===== src/rtl/fpu_pkg.sv =====
// Shared constants and types for the fpu result path.
// Latency: n/a (package only).
// Backpressure: n/a (package only).
package fpu_pkg;

   localparam int FPU_EXP_W = 7;
   localparam int FPU_MAN_W = 24;

   // One-hot status nibble
   localparam logic [3:0] ST_EXACT     = 4'b0001;
   localparam logic [3:0] ST_INEXACT   = 4'b0010;
   localparam logic [3:0] ST_OVERFLOW  = 4'b0100;
   localparam logic [3:0] ST_UNDERFLOW = 4'b1000;

   localparam logic [31:0] IEEE_INF  = 32'h7F80_0000;
   localparam logic [31:0] IEEE_QNAN = 32'h7FC0_0000;

   typedef enum logic [2:0] {
      CLS_ZERO,
      CLS_DENORM,
      CLS_NORMAL,
      CLS_SPECIAL,
      CLS_FLAGGED
   } cls_t;

endpackage


===== src/rtl/fpu_to_ieee754_lzc24.sv =====
// Leading-one position encoder for a 24-bit fraction.
// Latency: combinational.
// Backpressure: none (pure logic).
//
// Ports:
//   i_d    : value to scan
//   o_p    : bit index of the most significant 1 (0 when i_d is zero)
//   o_zero : i_d is all zeros
module lzc24 (
   input  logic [23:0] i_d,
   output logic [4:0]  o_p,
   output logic        o_zero
);

   // Later (higher) set bits overwrite earlier ones, so the MSB wins.
   always_comb begin
      o_p = 5'd0;
      for (int i = 0; i < 24; i++) begin
         if (i_d[i]) o_p = 5'(i);
      end
   end

   assign o_zero = ~|i_d;

endmodule


===== src/rtl/fpu_to_ieee754.sv =====
// Converts 1/7/24 fpu results (bias IN_BIAS) plus one-hot status into IEEE-754 binary32.
// Latency: 2 register stages (S1 classify, S2 pack/round); 1 result per cycle.
// Backpressure: valid/ready; in_ready = S1 free or draining, no comb path from in_valid.
//
// Build option: define FPU_STICKY_FLAGS_EN to include the sticky exception register;
// otherwise sticky_flags is tied to 000 and flags_clr is ignored.
//
// Ports:
//   clk, reset                : clock (rising edge), async active-low reset
//   in_valid/in_ready         : input handshake
//   in_data, in_status        : {sign, exp[6:0], frac[23:0]} and one-hot status
//   out_valid/out_ready       : output handshake
//   out_data, out_status      : binary32 word and merged one-hot status
//   flags_clr, sticky_flags   : clear and read {underflow, overflow, inexact} sticky bits
module fpu_to_ieee754
   import fpu_pkg::*;
#(
   parameter int IN_BIAS = 63
) (
   input  logic        clk,
   input  logic        reset,
   input  logic        in_valid,
   output logic        in_ready,
   input  logic [31:0] in_data,
   input  logic [3:0]  in_status,
   output logic        out_valid,
   input  logic        out_ready,
   output logic [31:0] out_data,
   output logic [3:0]  out_status,
   input  logic        flags_clr,
   output logic [2:0]  sticky_flags
);

   // ---------------------------------------------------------------- flow control
   logic w_s2_adv;
   logic w_s1_adv;
   logic r_s1_vld;
   logic r_out_vld;

   assign w_s2_adv = ~r_out_vld | out_ready;
   assign w_s1_adv = ~r_s1_vld | w_s2_adv;
   assign in_ready = w_s1_adv;

   // ---------------------------------------------------------------- S1: classify
   logic                 w_in_sign;
   logic [FPU_EXP_W-1:0] w_in_exp;
   logic [FPU_MAN_W-1:0] w_in_frac;
   logic [4:0]           w_lzc_p;
   logic                 w_lzc_zero;
   cls_t                 w_cls;

   assign w_in_sign = in_data[31];
   assign w_in_exp  = in_data[30:24];
   assign w_in_frac = in_data[23:0];

   lzc24 u_lzc (
      .i_d    (w_in_frac),
      .o_p    (w_lzc_p),
      .o_zero (w_lzc_zero)
   );

   // Upstream flags take precedence over anything the data word says;
   // overflow is tested before underflow so it wins on a malformed nibble.
   always_comb begin
      w_cls = CLS_NORMAL;
      if (in_status[2] || in_status[3])   w_cls = CLS_FLAGGED;
      else if (w_in_exp == 7'h7F)         w_cls = CLS_SPECIAL;
      else if (w_in_exp == 7'h00)         w_cls = w_lzc_zero ? CLS_ZERO : CLS_DENORM;
   end

   logic                 r_s1_sign;
   logic [FPU_EXP_W-1:0] r_s1_exp;
   logic [FPU_MAN_W-1:0] r_s1_frac;
   logic [3:0]           r_s1_st;
   logic [4:0]           r_s1_p;
   cls_t                 r_s1_cls;

   always_ff @(posedge clk or negedge reset) begin
      if (!reset) begin
         r_s1_vld  <= 1'b0;
         r_s1_sign <= 1'b0;
         r_s1_exp  <= '0;
         r_s1_frac <= '0;
         r_s1_st   <= '0;
         r_s1_p    <= '0;
         r_s1_cls  <= CLS_ZERO;
      end else if (w_s1_adv) begin
         r_s1_vld <= in_valid;
         if (in_valid) begin
            r_s1_sign <= w_in_sign;
            r_s1_exp  <= w_in_exp;
            r_s1_frac <= w_in_frac;
            r_s1_st   <= in_status;
            r_s1_p    <= w_lzc_p;
            r_s1_cls  <= w_cls;
         end
      end
   end

   // ---------------------------------------------------------------- S2: pack/round
   // Denormal input: value = frac * 2^-86, leading one at p gives IEEE exponent p+41.
   logic [7:0]  w_den_exp;
   logic [22:0] w_den_frac;

   assign w_den_exp  = {3'b000, r_s1_p} + 8'd41;
   assign w_den_frac = 23'(r_s1_frac << (5'd23 - r_s1_p));

   // Normal input: drop frac[0] with round-to-nearest-even. Largest result
   // exponent is 126-63+127+1 = 191, so 8 bits suffice and inf is unreachable.
   logic [23:0] w_rnd;
   logic [7:0]  w_nrm_exp;

   assign w_rnd     = {1'b0, r_s1_frac[23:1]} + {23'b0, r_s1_frac[0] & r_s1_frac[1]};
   assign w_nrm_exp = {1'b0, r_s1_exp} + 8'(127 - IN_BIAS) + {7'b0, w_rnd[23]};

   logic [31:0] w_out_dat;
   logic [3:0]  w_out_st;

   always_comb begin
      w_out_dat = '0;
      w_out_st  = ST_EXACT;
      case (r_s1_cls)
         CLS_FLAGGED: begin
            if (r_s1_st[2]) begin
               w_out_dat = IEEE_INF;
               w_out_st  = ST_OVERFLOW;
            end else begin
               w_out_dat = 32'h0000_0000;
               w_out_st  = ST_UNDERFLOW;
            end
         end
         CLS_SPECIAL: begin
            w_out_dat = (r_s1_frac == '0) ? {r_s1_sign, 8'hFF, 23'b0} : IEEE_QNAN;
            w_out_st  = ST_OVERFLOW;
         end
         CLS_ZERO: begin
            w_out_dat = {r_s1_sign, 31'b0};
            w_out_st  = r_s1_st;
         end
         CLS_DENORM: begin
            w_out_dat = {r_s1_sign, w_den_exp, w_den_frac};
            w_out_st  = (r_s1_st == ST_INEXACT) ? ST_INEXACT : ST_EXACT;
         end
         default: begin
            // A rounding carry leaves w_rnd[22:0] all zero, which is the wanted fraction.
            w_out_dat = {r_s1_sign, w_nrm_exp, w_rnd[22:0]};
            w_out_st  = ((r_s1_st == ST_INEXACT) || r_s1_frac[0]) ? ST_INEXACT : ST_EXACT;
         end
      endcase
   end

   logic [31:0] r_out_dat;
   logic [3:0]  r_out_st;

   always_ff @(posedge clk or negedge reset) begin
      if (!reset) begin
         r_out_vld <= 1'b0;
         r_out_dat <= '0;
         r_out_st  <= '0;
      end else if (w_s2_adv) begin
         r_out_vld <= r_s1_vld;
         if (r_s1_vld) begin
            r_out_dat <= w_out_dat;
            r_out_st  <= w_out_st;
         end
      end
   end

   assign out_valid  = r_out_vld;
   assign out_data   = r_out_dat;
   assign out_status = r_out_st;

   // ---------------------------------------------------------------- sticky flags
`ifdef FPU_STICKY_FLAGS_EN
   logic       w_out_hs;
   logic [2:0] r_sticky;

   assign w_out_hs = r_out_vld & out_ready;

   // Clear and set in the same cycle: the clear drops old bits, the new ones still land.
   always_ff @(posedge clk or negedge reset) begin
      if (!reset) begin
         r_sticky <= 3'b000;
      end else if (flags_clr || w_out_hs) begin
         r_sticky <= (flags_clr ? 3'b000 : r_sticky) | (w_out_hs ? r_out_st[3:1] : 3'b000);
      end
   end

   assign sticky_flags = r_sticky;
`else
   logic w_unused_flags_clr;
   assign w_unused_flags_clr = flags_clr;
   assign sticky_flags       = 3'b000;
`endif

endmodule


===== config.mk =====
export PLATFORM = sky130hd
export DESIGN_NAME = fpu_to_ieee754
export DESIGN_NICKNAME = d
export VERILOG_FILES = /design/src/rtl/fpu_pkg.sv /design/src/rtl/fpu_to_ieee754_lzc24.sv /design/src/rtl/fpu_to_ieee754.sv
export SDC_FILE = /design/constraint.sdc
export NUM_CORES = 1
export LEC_CHECK = 0
export CAP_MARGIN = 0
export CORE_AREA = 2 2 138 100
export CTS_CLUSTER_DIAMETER = 80
export DETAILED_ROUTE_END_ITERATION = 16
export DIE_AREA = 0 0 140 102
export MAX_ROUTING_LAYER = met4
export PLACE_DENSITY = 0.68
export SLEW_MARGIN = 20
export SYNTH_ARGS = -nofsm -noshare
export SYNTH_HDL_FRONTEND = slang
export SYNTH_SLANG_ARGS = --single-unit

===== constraint.sdc =====
create_clock -name clk -period 2.5 [get_ports clk]
set_input_delay 0.25 -clock clk [delete_from_list [all_inputs] [get_ports clk]]
set_output_delay 0.25 -clock clk [all_outputs]
set_load 0.01 [all_outputs]

### Yosys cells after proc, flatten, opt, wreduce, memory -nomap -nowiden

Cells that the tools add are included.

| storage, ports and cells | value |
|---|---|
| bits of input ports | 41 |
| bits in registers | 82 |
| word-level logic and storage cells | 68 |

| cells by class | value |
|---|---|
| add/subtract/negate cells | 5 |
| reductions and logical operators | 8 |
| bitwise gates (word level) | 5 |
| shift-type cells | 1 |
| equality and inequality tests | 5 |
| mux-type cells | 34 |

Operators by type and width:

| operator | count |
|---|---|
| one-hot mux 32 bit (4 select lines) | 1 |
| 2-to-1 mux 5 bit | 8 |
| 2-to-1 mux 4 bit | 9 |
| 2-to-1 mux 32 bit | 1 |
| 2-to-1 mux 31 bit | 1 |
| adder 23 x 1 -> 24 bit | 1 |
| zero test 24 bit | 1 |
| OR reduction 24 bit | 1 |
| << shifter 24 x 5 -> 23 bit | 1 |
| one-hot mux 4 bit (4 select lines) | 1 |
| 2-to-1 mux 3 bit | 5 |
| 2-to-1 mux 2 bit | 6 |
| adder 7 x 7 -> 8 bit (second input constant) | 1 |
| adder 8 x 1 -> 8 bit | 1 |
| adder 5 x 6 -> 7 bit (second input constant) | 1 |
| equality test 7 bit (second input constant) | 1 |
| zero test 7 bit | 1 |
| subtractor 5 bit (first input constant) | 1 |
| equality test 4 x 2 -> 1 bit (second input constant) | 1 |
| AND reduction 2 bit | 2 |
| equality test 3 x 1 -> 1 bit (second input constant) | 1 |
| equality test 3 x 2 -> 1 bit (second input constant) | 1 |
| equality test 3 bit (second input constant) | 1 |
| zero test 3 bit | 1 |
| other kinds (5) | 9 |

### Longest topological paths before layout

| depth | value |
|---|---|
| depth in word-level cells | 23 |
| depth in mapped cells | 10 |

### By module

Synthesis repeated with hierarchy kept, for this count alone.

| unflattened totals | value |
|---|---|
| cell total of the unflattened synthesis | 568 |
| area total of the unflattened synthesis | 5,505.3 µm² |

Modules (own cells, without submodules):

| module | cells an instance | instances | area each (µm²) | seq. area each (µm²) |
|---|---|---|---|---|
| fpu_to_ieee754 | 522 | 1 | 5,235.0 | 2,052.0 |
| lzc24 | 46 | 1 | 270.3 | 0.0 |

### Worst setup path before layout

No wires, ideal clock.

| timing | value |
|---|---|
| path type | reg-to-reg |
| from | register r_s1_frac[2] |
| to | register r_out_dat[29] (netlist: out_data[29]) |
| slack | 159 ps |
| library setup time | 126 ps |
| stages on the path, launching flop included | 11 |
| path buffers | 1 |
| arrival | 2,215 ps |
| required time | 2,374 ps |
| cells stage by stage | dfrtp_1 > clkbuf_1 > nand4_1 > nor4_4 > and4_1 > ha_1 > ha_1 > nand2_1 > xnor2_1 > nor2_1 > o32a_1 |

| on the way | value |
|---|---|
| word-level cells in the longest chain between the ends | 3 |

RTL lines:

| what | RTL line | text |
|---|---|---|
| start: declaration | fpu_to_ieee754.sv:73 | `logic [FPU_MAN_W-1:0] r_s1_frac;` |
| start signal: assignment | fpu_to_ieee754.sv:92 | `r_s1_frac <= w_in_frac;` |
| adder 23 x 1 -> 24 bit | fpu_to_ieee754.sv:113 | `assign w_rnd = {1'b0, r_s1_frac[23:1]} + {23'b0, r_s1_frac[0] & r_s1_frac[1]};` |
| adder 8 x 1 -> 8 bit | fpu_to_ieee754.sv:114 | `assign w_nrm_exp = {1'b0, r_s1_exp} + 8'(127 - IN_BIAS) + {7'b0, w_rnd[23]};` |
| one-hot mux 32 bit (4 select lines) | fpu_to_ieee754.sv:122 | `case (r_s1_cls)` |
| end signal: assignment | fpu_to_ieee754.sv:163 | `r_out_dat <= w_out_dat;` |
| end: declaration | fpu_to_ieee754.sv:152 | `logic [31:0] r_out_dat;` |

No other way between the ends.
A chain may end at the register's enable or synchronous reset.

### Worst setup path in the final report

| timing | value |
|---|---|
| from | register r_s1_p[0] |
| to | register r_out_dat[15] (netlist: out_data[15]) |

| on the way | value |
|---|---|
| word-level cells in the longest chain between the ends | 3 |

RTL lines:

| what | RTL line | text |
|---|---|---|
| start: declaration | fpu_to_ieee754.sv:75 | `logic [4:0] r_s1_p;` |
| start signal: assignment | fpu_to_ieee754.sv:94 | `r_s1_p <= w_lzc_p;` |
| subtractor 5 bit | fpu_to_ieee754.sv:106 | `assign w_den_frac = 23'(r_s1_frac << (5'd23 - r_s1_p));` |
| << shifter 24 x 5 -> 23 bit | fpu_to_ieee754.sv:106 |  |
| one-hot mux 32 bit (4 select lines) | fpu_to_ieee754.sv:122 |  |

No other way between the ends.

==> results_dict.tcl <==
set metrics [dict create \
    top_layer "met4" \
    fp.coreArea_mm2 0.0129 \
    fin_nets 736 \
    portBuffers 77 \
    post_cts_buffers 0 \
    endpoint_kind "flop" \
    rsz0062_at_grt "false" \
    final_cell_mix "82 x dfrtp_1, 76 x clkdlybuf4s50_1, 65 x nand2_1" \
    wl_per_cell_um 20.4 \
    layout_min_cycle_time_ps 2280 \
    fin_setup_tns_ps 0 \
    critPathSlowestCell "dfrtp_1" \
    vias_per_cell 6.06 \
    syn_area_mm2 0.00559 \
    failed_checks "design-rule violations" \
    mostFrequentLayoutCell "dfrtp_1" \
    power.leakage_nw 2.90 \
    tightest_slew_ps 719 \
    vias 5215 \
    final-setup-viol-count 0 \
    path_max_fanout 19 \
    finClkSkew_ps 10.5 \
    syn_avg_cell_area_um2 9.38 \
    max_stage_delay_ps 810 \
    ys.flop_type "dfrtp_1" \
    max_freq_ghz 0.438 \
    fp.dieW_um 140 \
    antenna_found_initial 0 \
    grt_overflow_total 0 \
    route.met3.wl_um 1460 \
    synth_cell_types 67 \
    cap_violations 0 \
    peakVddDrop_mv 0.408 \
    start_util_pct 43.3 \
    drt-total-wl_um 17500 \
    firstDrtPassIters 11 \
    cts_tree "yes" \
    ant_nets 0 \
    layout-drive-gt1-share_pct 19.2 \
    rows 35 \
    cts-root-buf "clkbuf_16" \
    synth_edf_count 0 \
    criticalPathCategory "flop to flop" \
    crit_path_start_kind "flop" \
    slew_viol_final 0 \
    cts_buffer_depth 2 \
    wl_met2_um 7120 \
    drt_iter0_drc 490 \
    min_path_type "primary input to async pin" \
    synthArstFlopShare_pct 100 \
    clkLatencyLatePin_ps 350 \
    die_y_um 102 \
    syn_to_final_growth_pct 26.6 \
    dieArea_mm2 0.0143 \
    cp.required_ps 2780 \
    status "finished with violations" \
    post-route-period-util_pct 91.3 \
    numCtsBuffers 9 \
    relSlewSlack_pct 52.0 \
    total_power_mw 4.83 \
    ys.warnings.count 0 \
    fill_cells 1168 \
    cts_resized 0 \
    grt_pass1_vias 4936 \
    gp_congestion 0.933 \
    seq_area_frac_synth_pct 36.7 \
    drc 6 \
    cts.reportedPaths.clkPinSlew_ps 70 \
    htreeDepth 3 \
    grt_pass1_wl_um 28300 \
    hpwl_um 13400 \
    critPathArrivalTime_ps 2570 \
    path_cells "nor2b_1 > a22oi_1 > o221ai_1 > a2111oi_0 > a221o_1" \
    hold_viol 0 \
    synth-seq-cells 82 \
    syn_inst 596 \
    wl_met1_um 8700 \
    powerDensity_mw_per_mm2 682 \
    n_antenna_cell 0 \
    numClockSinks 82 \
    cp_num_buf_inv 0 \
    ios 82 \
    hold_buffers 1 \
    grt_max_degree 83 \
    cp_top_family "compound AO/OA/AOI/OAI gates" \
    grt_use_total_pct 26.5 \
]
-- synthesized netlist by cell type (all sizes together), types with 6 or more instances --
cell,instances,area [µm²]
a21oi,21,109
a31oi,10,62.6
nor3,8,40.0
mux4,10,225
and3,9,56.3
o22ai,10,62.6
nand3,22,110
xor2,16,140
buf,22,151
nand4,7,58.8
inv,8,30.0
clkbuf,32,123
o31ai,6,50.1
ha,6,75.1
nor2,47,179
o22a,6,52.6
o21a,6,45.0
nor4,15,124
o221ai,9,78.8
a221oi,7,61.3
o21ai,23,115
a22oi,6,45.0
mux2,38,428
mux2i,24,240
dfrtp,82,2050
nand2b,7,43.8
nand2,66,248
xnor2,13,114
-- tightest hold or removal path: cells and delay by family --
family,cells,cell delay (ps)
buffers and inverters,3,970
-- per-layer routing --
layer,global-route usage [%],vias to the layer above
li1,-,2402
met1,39.5,2552
met2,36.1,235
met3,5.95,26
met4,6.68,0
met5,-,-
-- worst paths after layout --
path                              start             to  slack, ps  depth (start not counted)
max reg2reg                   r_s1_p[0]   out_data[15]        220                          5
min                               reset   out_data[30]        470                          3
max in group asynchronous         reset  r_s1_frac[10]       1690                          3
min reg2reg                out_data[12]   out_data[12]        480                          2
max                           r_s1_p[0]   out_data[15]        220                          5
min in group clk           out_data[12]   out_data[12]        480                          2
-- per-stage QoR --
stage,hold WS (ps),cell area [µm²],utilization (%),instances,setup slack (ps)
after floorplan,-45.6,5600,-,598,159
after global placement,303,6760,52.3,843,199
after detailed placement,309,6760,52.3,843,156
after CTS,484,7080,54.8,860,233
after global routing,503,7080,54.8,860,6.96
final,468,7080,54.8,860,217
-- kinds of logic after synthesis --
logic type	synth area share, %
buffers and inverters	5.71
muxes	16.0
and+or+nand+nor	17.5
xor gates and xnor gates	4.54
AOI/OAI and AO/OA	18.1
adders and majority gates	1.34
DFF	36.7
other	0.0671
-- flip-flops by register name (all words and copies together) (netlist names) --
signal / cells
out_data: 32
out_status: 4
out_valid: 1
r_s1_cls: 3
r_s1_exp: 7
r_s1_frac: 24
r_s1_p: 5
r_s1_sign: 1
r_s1_st: 4
r_s1_vld: 1
-- where the power goes --
| part | internal (mW) | switching, mW |
|---|---|---|
| combinational | 0.847 | 0.904 |
| clock | 0.791 | 0.581 |
| sequential | 1.54 | 0.170 |
| total | 3.17 | 1.65 |
-- cell type report --
class	instances	area [µm²]	area share (%)
Multi-Input combinational cell	450	3230	45.6
Sequential cell	82	2050	29.0
Timing Repair Buffer	134	1240	17.5
Clock buffer	9	225	3.18
Tap cell	166	208	2.93
Clock inverter	7	82.6	1.17
Inverter	12	45.0	0.636
Note: power is estimated with default switching activity, not from simulation.
